`src/rtl/myproject_mul_share_arb_if.sv`:
```
// ============================================================================
// Module : myproject_mul_share_arb_if
// Brief  : Requester / product-slot bundle for the shared multiplier arbiter.
// Rev    : 1.0  initial release
// ============================================================================
`default_nettype none

interface myproject_mul_share_arb_if #(
    parameter int NUM_REQ    = 4,
    parameter int ID_WIDTH   = 2,
    parameter int DIN_WIDTH  = 11,
    parameter int DOUT_WIDTH = 22
);
    logic [NUM_REQ-1:0]           req_valid;
    logic [NUM_REQ-1:0]           req_ready;
    logic [NUM_REQ*DIN_WIDTH-1:0] req_a;
    logic [NUM_REQ*DIN_WIDTH-1:0] req_b;
    logic                         res_valid;
    logic                         res_ready;
    logic [DOUT_WIDTH-1:0]        res_p;
    logic [ID_WIDTH-1:0]          res_id;
    logic [31:0]                  perf_busy_cnt;

    modport master (
        output req_valid, req_a, req_b, res_ready,
        input  req_ready, res_valid, res_p, res_id, perf_busy_cnt
    );

    modport slave (
        input  req_valid, req_a, req_b, res_ready,
        output req_ready, res_valid, res_p, res_id, perf_busy_cnt
    );
endinterface

`default_nettype wire

```
`src/rtl/myproject_mul_share_arb.sv`:
```
// ============================================================================
// Module : myproject_mul_share_arb
// Brief  : Round-robin arbiter sharing one signed multiplier among NUM_REQ
//          requesters, with a single-entry registered product slot.
//          Define MYPROJECT_MUL_SHARE_PERF_EN to build the busy-cycle counter.
// Rev    : 1.0  initial release
// ============================================================================
`default_nettype none

module myproject_mul_share_arb #(
    parameter int NUM_REQ    = 4,
    parameter int ID_WIDTH   = 2,
    parameter int DIN_WIDTH  = 11,
    parameter int DOUT_WIDTH = 22
) (
    input  wire logic              ap_clk,
    input  wire logic              ap_rst,
    myproject_mul_share_arb_if.slave bus
);

    typedef enum logic [0:0] {
        S_EMPTY = 1'b0,
        S_FULL  = 1'b1
    } state_t;

    state_t                       r_state;
    logic [ID_WIDTH-1:0]          r_ptr;
    logic [DOUT_WIDTH-1:0]        r_res_p;
    logic [ID_WIDTH-1:0]          r_res_id;

    logic                         w_can_accept;
    logic                         w_gnt_any;
    logic [ID_WIDTH-1:0]          w_gnt_idx;
    logic [ID_WIDTH-1:0]          w_ptr_next;
    logic [NUM_REQ-1:0]           w_ready;
    logic signed [DIN_WIDTH-1:0]  w_a;
    logic signed [DIN_WIDTH-1:0]  w_b;
    logic signed [DOUT_WIDTH-1:0] w_prod;

    assign w_can_accept = (r_state == S_EMPTY) || bus.res_ready;

    // First pass finds a requester at or above the pointer; the second pass
    // covers the wrap-around to the lowest indices.
    always_comb begin
        w_gnt_any = 1'b0;
        w_gnt_idx = '0;
        w_ready   = '0;
        w_a       = '0;
        w_b       = '0;
        if (w_can_accept) begin
            for (int j = 0; j < NUM_REQ; j++) begin
                if (!w_gnt_any && bus.req_valid[j] && (ID_WIDTH'(j) >= r_ptr)) begin
                    w_gnt_any  = 1'b1;
                    w_gnt_idx  = ID_WIDTH'(j);
                    w_ready[j] = 1'b1;
                    w_a        = bus.req_a[j*DIN_WIDTH +: DIN_WIDTH];
                    w_b        = bus.req_b[j*DIN_WIDTH +: DIN_WIDTH];
                end
            end
            for (int j = 0; j < NUM_REQ; j++) begin
                if (!w_gnt_any && bus.req_valid[j]) begin
                    w_gnt_any  = 1'b1;
                    w_gnt_idx  = ID_WIDTH'(j);
                    w_ready[j] = 1'b1;
                    w_a        = bus.req_a[j*DIN_WIDTH +: DIN_WIDTH];
                    w_b        = bus.req_b[j*DIN_WIDTH +: DIN_WIDTH];
                end
            end
        end
    end

    // Operands are sign-extended to the full product width so nothing is lost.
    assign w_prod     = DOUT_WIDTH'(w_a) * DOUT_WIDTH'(w_b);
    assign w_ptr_next = (w_gnt_idx == ID_WIDTH'(NUM_REQ - 1)) ? '0
                                                              : w_gnt_idx + ID_WIDTH'(1);

    always_ff @(posedge ap_clk) begin
        if (ap_rst) begin
            r_state  <= S_EMPTY;
            r_ptr    <= '0;
            r_res_p  <= '0;
            r_res_id <= '0;
        end else begin
            case (r_state)
                S_EMPTY: if (w_gnt_any) r_state <= S_FULL;
                S_FULL:  if (bus.res_ready && !w_gnt_any) r_state <= S_EMPTY;
                default: r_state <= S_EMPTY;
            endcase
            if (w_gnt_any) begin
                r_res_p  <= w_prod;
                r_res_id <= w_gnt_idx;
                r_ptr    <= w_ptr_next;
            end
        end
    end

    assign bus.req_ready = w_ready;
    assign bus.res_valid = (r_state == S_FULL);
    assign bus.res_p     = r_res_p;
    assign bus.res_id    = r_res_id;

`ifdef MYPROJECT_MUL_SHARE_PERF_EN
    logic [31:0] r_perf_cnt;

    always_ff @(posedge ap_clk) begin
        if (ap_rst) begin
            r_perf_cnt <= '0;
        end else if (w_gnt_any) begin
            r_perf_cnt <= r_perf_cnt + 32'd1;
        end
    end

    assign bus.perf_busy_cnt = r_perf_cnt;
`else
    assign bus.perf_busy_cnt = 32'd0;
`endif

endmodule

`default_nettype wire

```
`src/flat_wrapper.sv`:
```
// flat-port wrapper written by rule: the top's interface ports become plain ports
module myproject_mul_share_arb_flat 
#(
    parameter int NUM_REQ    = 4,
    parameter int ID_WIDTH   = 2,
    parameter int DIN_WIDTH  = 11,
    parameter int DOUT_WIDTH = 22
)
  (ap_clk, ap_rst, bus_req_valid, bus_req_a, bus_req_b, bus_res_ready, bus_req_ready, bus_res_valid, bus_res_p, bus_res_id, bus_perf_busy_cnt);
  myproject_mul_share_arb_if #(.NUM_REQ(NUM_REQ), .ID_WIDTH(ID_WIDTH), .DIN_WIDTH(DIN_WIDTH), .DOUT_WIDTH(DOUT_WIDTH)) bus_i ();
  input  wire logic ap_clk;
  input  wire logic ap_rst;
  input wire logic [$bits(bus_i.req_valid)-1:0] bus_req_valid;
  input wire logic [$bits(bus_i.req_a)-1:0] bus_req_a;
  input wire logic [$bits(bus_i.req_b)-1:0] bus_req_b;
  input wire logic [$bits(bus_i.res_ready)-1:0] bus_res_ready;
  output wire logic [$bits(bus_i.req_ready)-1:0] bus_req_ready;
  output wire logic [$bits(bus_i.res_valid)-1:0] bus_res_valid;
  output wire logic [$bits(bus_i.res_p)-1:0] bus_res_p;
  output wire logic [$bits(bus_i.res_id)-1:0] bus_res_id;
  output wire logic [$bits(bus_i.perf_busy_cnt)-1:0] bus_perf_busy_cnt;
  assign bus_i.req_valid = bus_req_valid;
  assign bus_i.req_a = bus_req_a;
  assign bus_i.req_b = bus_req_b;
  assign bus_i.res_ready = bus_res_ready;
  assign bus_req_ready = bus_i.req_ready;
  assign bus_res_valid = bus_i.res_valid;
  assign bus_res_p = bus_i.res_p;
  assign bus_res_id = bus_i.res_id;
  assign bus_perf_busy_cnt = bus_i.perf_busy_cnt;
  myproject_mul_share_arb #(.NUM_REQ(NUM_REQ), .ID_WIDTH(ID_WIDTH), .DIN_WIDTH(DIN_WIDTH), .DOUT_WIDTH(DOUT_WIDTH)) u_core (.ap_clk(ap_clk), .ap_rst(ap_rst), .bus(bus_i));
endmodule
```
`config.mk`:
```
export PLATFORM = sky130hd
export DESIGN_NAME = myproject_mul_share_arb_flat
export DESIGN_NICKNAME = d
export VERILOG_FILES = /design/src/rtl/myproject_mul_share_arb_if.sv /design/src/rtl/myproject_mul_share_arb.sv /design/src/flat_wrapper.sv
export SDC_FILE = /design/constraint.sdc
export NUM_CORES = 1
export LEC_CHECK = 0
export BUFFER_PORTS_ARGS = -buffer_cell sky130_fd_sc_hd__buf_2
export CORE_UTILIZATION = 63
export CTS_BUF_LIST = sky130_fd_sc_hd__clkbuf_2 sky130_fd_sc_hd__clkbuf_4 sky130_fd_sc_hd__clkbuf_8
export DETAILED_ROUTE_END_ITERATION = 12
export PLACE_DENSITY = 0.9
export SLEW_MARGIN = 20
export SYNTH_ARGS = -nofsm -noshare
export SYNTH_HDL_FRONTEND = slang
export SYNTH_SLANG_ARGS = --single-unit
```
`constraint.sdc`:
```
create_clock -name ap_clk -period 11.3 [get_ports ap_clk]
set_input_delay 0.565 -clock ap_clk [delete_from_list [all_inputs] [get_ports ap_clk]]
set_output_delay 0.565 -clock ap_clk [all_outputs]
set_load 0.02 [all_outputs]
```
Word-level counts from Yosys, hierarchy flattened
Index checks and enable logic that the tools add are counted.
{"block": "totals", "regBits": 27, "in_bits": 95, "output_inout_bits": 61}
{"block": "classes", "n_addsub": 1, "n_mul": 1, "order_cmp": 4, "n_eq_ne": 1, "muxes": 54, "n_bitwise": 1, "reduce_logical": 21}
{"op": "$mux W11", "count": 18}
{"op": "$mux W1", "count": 26}
{"op": "$mul A11 B11 Y22", "count": 1}
{"op": "$mux W2", "count": 8}
{"op": "$logic_and A1 B1 Y1", "count": 12}
{"op": "$logic_not A1 Y1", "count": 8}
{"op": "$ge A1 B2 Y1 const A", "count": 2}
{"op": "$ge A2 B2 Y1 const A", "count": 2}
{"op": "$mux W4", "count": 1}
{"op": "$add A2 B1 Y2 const B", "count": 1}
{"op": "$eq A2 B2 Y1 const B", "count": 1}
{"op": "$pmux W1 S2", "count": 1}
{"op": "$logic_or A1 B1 Y1", "count": 1}
{"op": "$not A1 Y1", "count": 1}

Logic depth before layout (Yosys ltp)
{"block": "logic_depth", "ltp_word": 39, "depth_mapped": 27, "depth_no_buf": 23}

Worst setup path before layout
Ideal clock, no wire load.
{"block": "synth_timing", "path_kind": "in2reg", "start": "in bus_req_valid[0]", "end": "reg u_core.r_res_p[19] (netlist: u_core.bus.res_p[19])", "arrival_ns": 6.023, "slack_ns": 5.159, "stages": 23, "path_buffers": 3, "path_cell_list": "buf_2 > nor2_1 > o2111a_2 > buf_6 > a221oi_2 > a31oi_1 > nand2_1 > fa_1 > inv_1 > fa_1 > fa_1 > fa_1 > inv_1 > fa_1 > inv_1 > ha_1 > buf_2 > a211o_1 > o21ai_2 > o21ai_1 > a2111oi_4 > nor2_1 > o221a_1"}
{"block": "synth_between", "elab_chain_len": 35}
{"item": "start: declaration", "line_no": "flat_wrapper.sv:13", "text": "input wire logic [$bits(bus_i.req_valid)-1:0] bus_req_valid;"}
{"item": "$logic_and A1 B1 Y1", "line_no": "myproject_mul_share_arb.sv:52", "text": "if (!w_gnt_any && bus.req_valid[j] && (ID_WIDTH'(j) >= r_ptr)) begin"}
{"item": "$mux W1", "line_no": "myproject_mul_share_arb.sv:52"}
{"item": "$mux W1", "line_no": "myproject_mul_share_arb.sv:50", "text": "if (w_can_accept) begin"}
{"item": "$logic_not A1 Y1", "line_no": "myproject_mul_share_arb.sv:52"}
{"item": "$logic_and A1 B1 Y1 (2 in a row)", "line_no": "myproject_mul_share_arb.sv:52"}
{"item": "$mux W1", "line_no": "myproject_mul_share_arb.sv:52"}
{"item": "$mux W1", "line_no": "myproject_mul_share_arb.sv:50"}
{"item": "$logic_not A1 Y1", "line_no": "myproject_mul_share_arb.sv:52"}
{"item": "(+18 left out)"}
{"item": "$logic_and A1 B1 Y1", "line_no": "myproject_mul_share_arb.sv:61", "text": "if (!w_gnt_any && bus.req_valid[j]) begin"}
{"item": "$mux W1", "line_no": "myproject_mul_share_arb.sv:61"}
{"item": "$mux W1", "line_no": "myproject_mul_share_arb.sv:50"}
{"item": "$logic_not A1 Y1", "line_no": "myproject_mul_share_arb.sv:61"}
{"item": "$logic_and A1 B1 Y1", "line_no": "myproject_mul_share_arb.sv:61"}
{"item": "$mux W11", "line_no": "myproject_mul_share_arb.sv:61"}
{"item": "$mux W11", "line_no": "myproject_mul_share_arb.sv:50"}
{"item": "$mul A11 B11 Y22", "line_no": "myproject_mul_share_arb.sv:73", "text": "assign w_prod = DOUT_WIDTH'(w_a) * DOUT_WIDTH'(w_b);"}
{"item": "end signal: assignment", "line_no": "myproject_mul_share_arb.sv:90", "text": "r_res_p <= w_prod;"}
{"item": "end: declaration", "line_no": "myproject_mul_share_arb.sv:28", "text": "logic [DOUT_WIDTH-1:0] r_res_p;"}
Parallel ways exist; a longest one is shown, timed or not. The select of a mux whose other input is x is not followed.
A chain may end at the register's enable or synchronous reset.

Worst setup path in the final report
{"block": "layout_timing", "start": "reg u_core.r_ptr[1]", "end": "reg u_core.r_res_p[18] (netlist: u_core.bus.res_p[18])"}
{"block": "layout_between", "elab_chain_len": 36}
{"item": "start: declaration", "line_no": "myproject_mul_share_arb.sv:27", "text": "logic [ID_WIDTH-1:0] r_ptr;"}
{"item": "start signal: assignment", "line_no": "myproject_mul_share_arb.sv:92", "text": "r_ptr <= w_ptr_next;"}
{"item": "$ge A1 B2 Y1", "line_no": "myproject_mul_share_arb.sv:52"}
{"item": "$logic_and A1 B1 Y1", "line_no": "myproject_mul_share_arb.sv:52"}
{"item": "$mux W1", "line_no": "myproject_mul_share_arb.sv:52"}
{"item": "$mux W1", "line_no": "myproject_mul_share_arb.sv:50"}
{"item": "$logic_not A1 Y1", "line_no": "myproject_mul_share_arb.sv:52"}
{"item": "$logic_and A1 B1 Y1 (2 in a row)", "line_no": "myproject_mul_share_arb.sv:52"}
{"item": "$mux W1", "line_no": "myproject_mul_share_arb.sv:52"}
{"item": "$mux W1", "line_no": "myproject_mul_share_arb.sv:50"}
{"item": "(+19 left out)"}
{"item": "$logic_and A1 B1 Y1", "line_no": "myproject_mul_share_arb.sv:61"}
{"item": "$mux W1", "line_no": "myproject_mul_share_arb.sv:61"}
{"item": "$mux W1", "line_no": "myproject_mul_share_arb.sv:50"}
{"item": "$logic_not A1 Y1", "line_no": "myproject_mul_share_arb.sv:61"}
{"item": "$logic_and A1 B1 Y1", "line_no": "myproject_mul_share_arb.sv:61"}
{"item": "$mux W11", "line_no": "myproject_mul_share_arb.sv:61"}
{"item": "$mux W11", "line_no": "myproject_mul_share_arb.sv:50"}
{"item": "$mul A11 B11 Y22", "line_no": "myproject_mul_share_arb.sv:73"}
Parallel ways exist; a longest one is shown, timed or not. The select of a mux whose other input is x is not followed.

==> impl_metrics.yaml <==
synth:
  synth_simple_gate_area_share_pct: 19.81
  synth-async-reset-ratio_pct: 0
  synth-xor-area-share_pct: 1.887
  synth_compound_gate_area_share_pct: 16.41
  syn-mean-instance-area_um2: 7.976
  netlist_instances: 931
  yosys_register_bits: 27
  synth_enable_flop_cells: 0
  combinational_family_with_the_most_area_after_synthesis: "adder cells"
  netlist-cell-type-count: 64
  synth_warnings: 0
  yosys_most_used_dff: "dfxtp_1"
  synth.cell_area_mm2: 0.007426
  seq_area_frac_synth_pct: 7.279
  synthMuxAreaShare_pct: 0.4044
  arithmetic_cell_share_of_the_synthesized_area_counting_full_adders_half_adders_and_majority_gates_pct: 39.46
layout:
  layout-drive-gt1-share_pct: 16.96
  final_cell_mix: "inv_1 (159), nand2_1 (140), buf_2 (123), fa_1 (117), nor2_1 (58)"
  num_antenna_cells: 0
  seqCellArea_um2: 541.8
  layout_commonest_cell: "inv_1"
  area_occupied_by_multi_input_gates_mm2: 0.005918
  synthToLayoutAreaGrowth_pct: 6.841
  post_layout_nonfiller_instances: 1157
  fin_util_pct: 69.19
  nNetsFinal: 1274
  fill_cells: 948
clock_network:
  clock_tree.htree_level_count: 1
  numCtsBuffers: 3
  cts.reportedPaths.clkPinSlew_ns: 0.11
  clockRootBuffer: "clkbuf_8"
  tritoncts: "built"
  ctsResizeCount: 0
  clock_insertion_delay_worst_skew_ns: 0.29
  cts.repair_timing.setup_buffer_count: 0
  maximum_root_to_sink_buffer_count: 2
  hold_buffer_count_at_cts: 0
  cts_sinks: 27
status:
  outcome: "finished, final reports clean"
power:
  ir_worst_vdd_uv: 223.1
  power_leakage_nw: 3.946
  p_total_mw: 1.932
  power_density_over_the_cells_mw_per_mm2: 243.5
worst_setup_path:
  endpoint_kind: "register"
  reg2reg_to: "u_core.bus.res_p[18]"
  max_stage_delay_ns: 0.82
  ff2ff_setup_slack_ns: 3.76
  critPathKind: "register to register"
  timing.reg2reg.worst_path_depth: 20
  path_depth: 20
  worst_path_dominant_cell_family: "adder cells"
  crit_chain: "o21ai_1 > a21oi_2 > nand2_1 > a31oi_1 > nand2_1 > fa_1 > inv_1 > fa_1 > fa_1 > fa_1 > inv_1 > fa_1 > inv_1 > ha_1 > o21ai_0 > a21oi_1 > and4_1 > a211oi_2 > mux2i_1 > o22ai_1"
  critical-path-slowest-cell: "a31oi_1"
  r2r_start: "u_core.r_ptr[1]"
  worst-path-buf-inv: 3
  cp_data_required_time_ns: 11.48
  path_max_fanout: 34
  arrival_time_worst_endpoint_ns: 7.71
  critPathMostFrequentCell: "fa_1"
  setup.worst_path.end: "u_core.bus.res_p[18]"
  setup.worst_path.start_class: "register"
  critical_path.startpoint: "u_core.r_ptr[1]"
sta:
  rsz_0062_raised_after_global_routing: "false"
  layout_min_cycle_time_ns: 7.538
  worst_setup_skew_after_layout_ns: 0.01372
  finalCritPeriodShare_pct: 66.70
  clock.fmax_ghz: 0.1327
  final.hold.worst_slack_ns: 0.4541
  final-hold-violation-count: 0
  report.final.setup_viol: 0
  relSlewSlack_pct: 22.24
  timing.final.max_slew_violations: 0
  worstMarginPinSlew_ns: 1.161
  setup_tns_ns: 0
drt:
  antenna_violating_nets_post_route: 0
  wire_length_reported_by_the_detailed_router_um: 18420
  detailedRoute.firstPassIterationCount: 5
  drt-vias-per-instance: 5.893
  drt_iter0_markers: 588
  drc: 0
  vias: 6818
  wl_per_cell_um: 15.92
die:
  floorplan.io_pins: 156
  fp-row-count: 39
  floorplan.die.width_um: 110.6
  core_area_mm2: 0.01147
  initial_utilization_pct: 64.76
  dieHeight_um: 110.6
  die_area_mm2: 0.01223
global_routing:
  grt_pass1_vias: 7078
  grt_antenna_before_repair: 0
  largest_net_degree_at_the_start_of_global_routing: 37
  track_usage_pct: 31.99
  grt_first_pass_wirelength_um: 32110
  grt_overflow_total: 0
place:
  place.gp.congestion: 0.9467
  place.detailed.hpwl_um: 14890
  place_inst: 1153
  port_buffers: 123
min_path:
  worst_hold_path_type: "register to register"
run:
  max_cap_viol_count: 0
## sequential cells by signal, indices dropped and copies added, names as in the netlist
register and cells:
u_core.bus.res_id 2, u_core.bus.res_p 22, u_core.bus.res_valid 1, u_core.r_ptr 2
## through the flow
stage	setup WS, ns	instance area [µm²]
final	3.762	7934
after global placement	3.856	7879
after global routing	3.414	7934
after CTS	3.571	7928
after detailed placement	3.568	7879
after floorplan	5.159	7542
## worst min-delay path by stage
stage / start / to / slack, ns / cells after the start
after global placement: u_core.bus.res_p[6] / u_core.bus.res_p[6] / 0.43 / 2
after CTS: u_core.bus.res_p[6] / u_core.bus.res_p[6] / 0.46 / 2
after floorplan: u_core.bus.res_p[6] / u_core.bus.res_p[6] / 0.53 / 2
after detailed placement: u_core.bus.res_p[6] / u_core.bus.res_p[6] / 0.44 / 2
final: u_core.bus.res_p[6] / u_core.bus.res_p[6] / 0.45 / 2
after global routing: u_core.bus.res_p[6] / u_core.bus.res_p[6] / 0.48 / 2
## synth_stat cells (all sizes together) (4+ instances only)
cell      n  area (µm²)
inv     160       600.6
nand2   140       525.5
fa      117        2342
buf      66       441.7
nor2     59       224.0
a21oi    56       287.8
ha       47       588.1
nand3    29       145.1
dfxtp    27       540.5
a221oi   21       284.0
nor2b    20       125.1
o21ai    18       93.84
a31oi    17       106.4
and2     16       102.6
clkbuf   13       48.80
a31o     12       105.1
xnor2    12       105.1
nor3     11       55.05
nand3b    9       67.56
o21a      8       60.06
nand2b    7       43.79
a21o      6       45.04
or2       5       31.28
or3       5       31.28
and3      4       25.02
o22ai     4       25.02
xor2      4       35.03
## layout make-up
| cell class | instances | area share [%] |
|---|---|---|
| clock inverter | 1 | 0.09462 |
| clock buffer | 3 | 0.5204 |
| sequential | 27 | 6.829 |
| timing repair buffer | 127 | 8.138 |
| inverter | 160 | 7.570 |
| multi-input combinational | 696 | 74.59 |
| tap | 143 | 2.255 |
## logic make-up (layout without fill, tap and decap cells)
| kind of cell | after synthesis | in the layout |
|---|---|---|
| buf+inv | 239 | 291 |
| compound gates | 164 | 164 |
| fa+ha+maj | 164 | 164 |
| other cells | 1 | 32 |
| xor+xnor | 16 | 16 |
| simple gates | 317 | 317 |
| mux | 3 | 3 |
| flops | 27 | 27 |
## metal layers
metal | part of all wire (%) | GRT usage [%]
met5 | 0 | 0
met1 | 37 | 37.94
met3 | 6.7 | 4.226
met2 | 52 | 58.18
met4 | 4.2 | 12.98
## worst min-delay path: stages, from the launching register on
cell     delay [ns]
dfxtp_1        0.32
nand2_1        0.05
a21oi_1        0.05
## where the power goes
| group | switching, mW | internal, mW |
|---|---|---|
| Sequential | 0.0163 | 0.128 |
| Combinational | 1.00 | 0.724 |
| Clock | 0.0343 | 0.0252 |
| Total | 1.06 | 0.877 |
(Power assumes the default switching activity.)
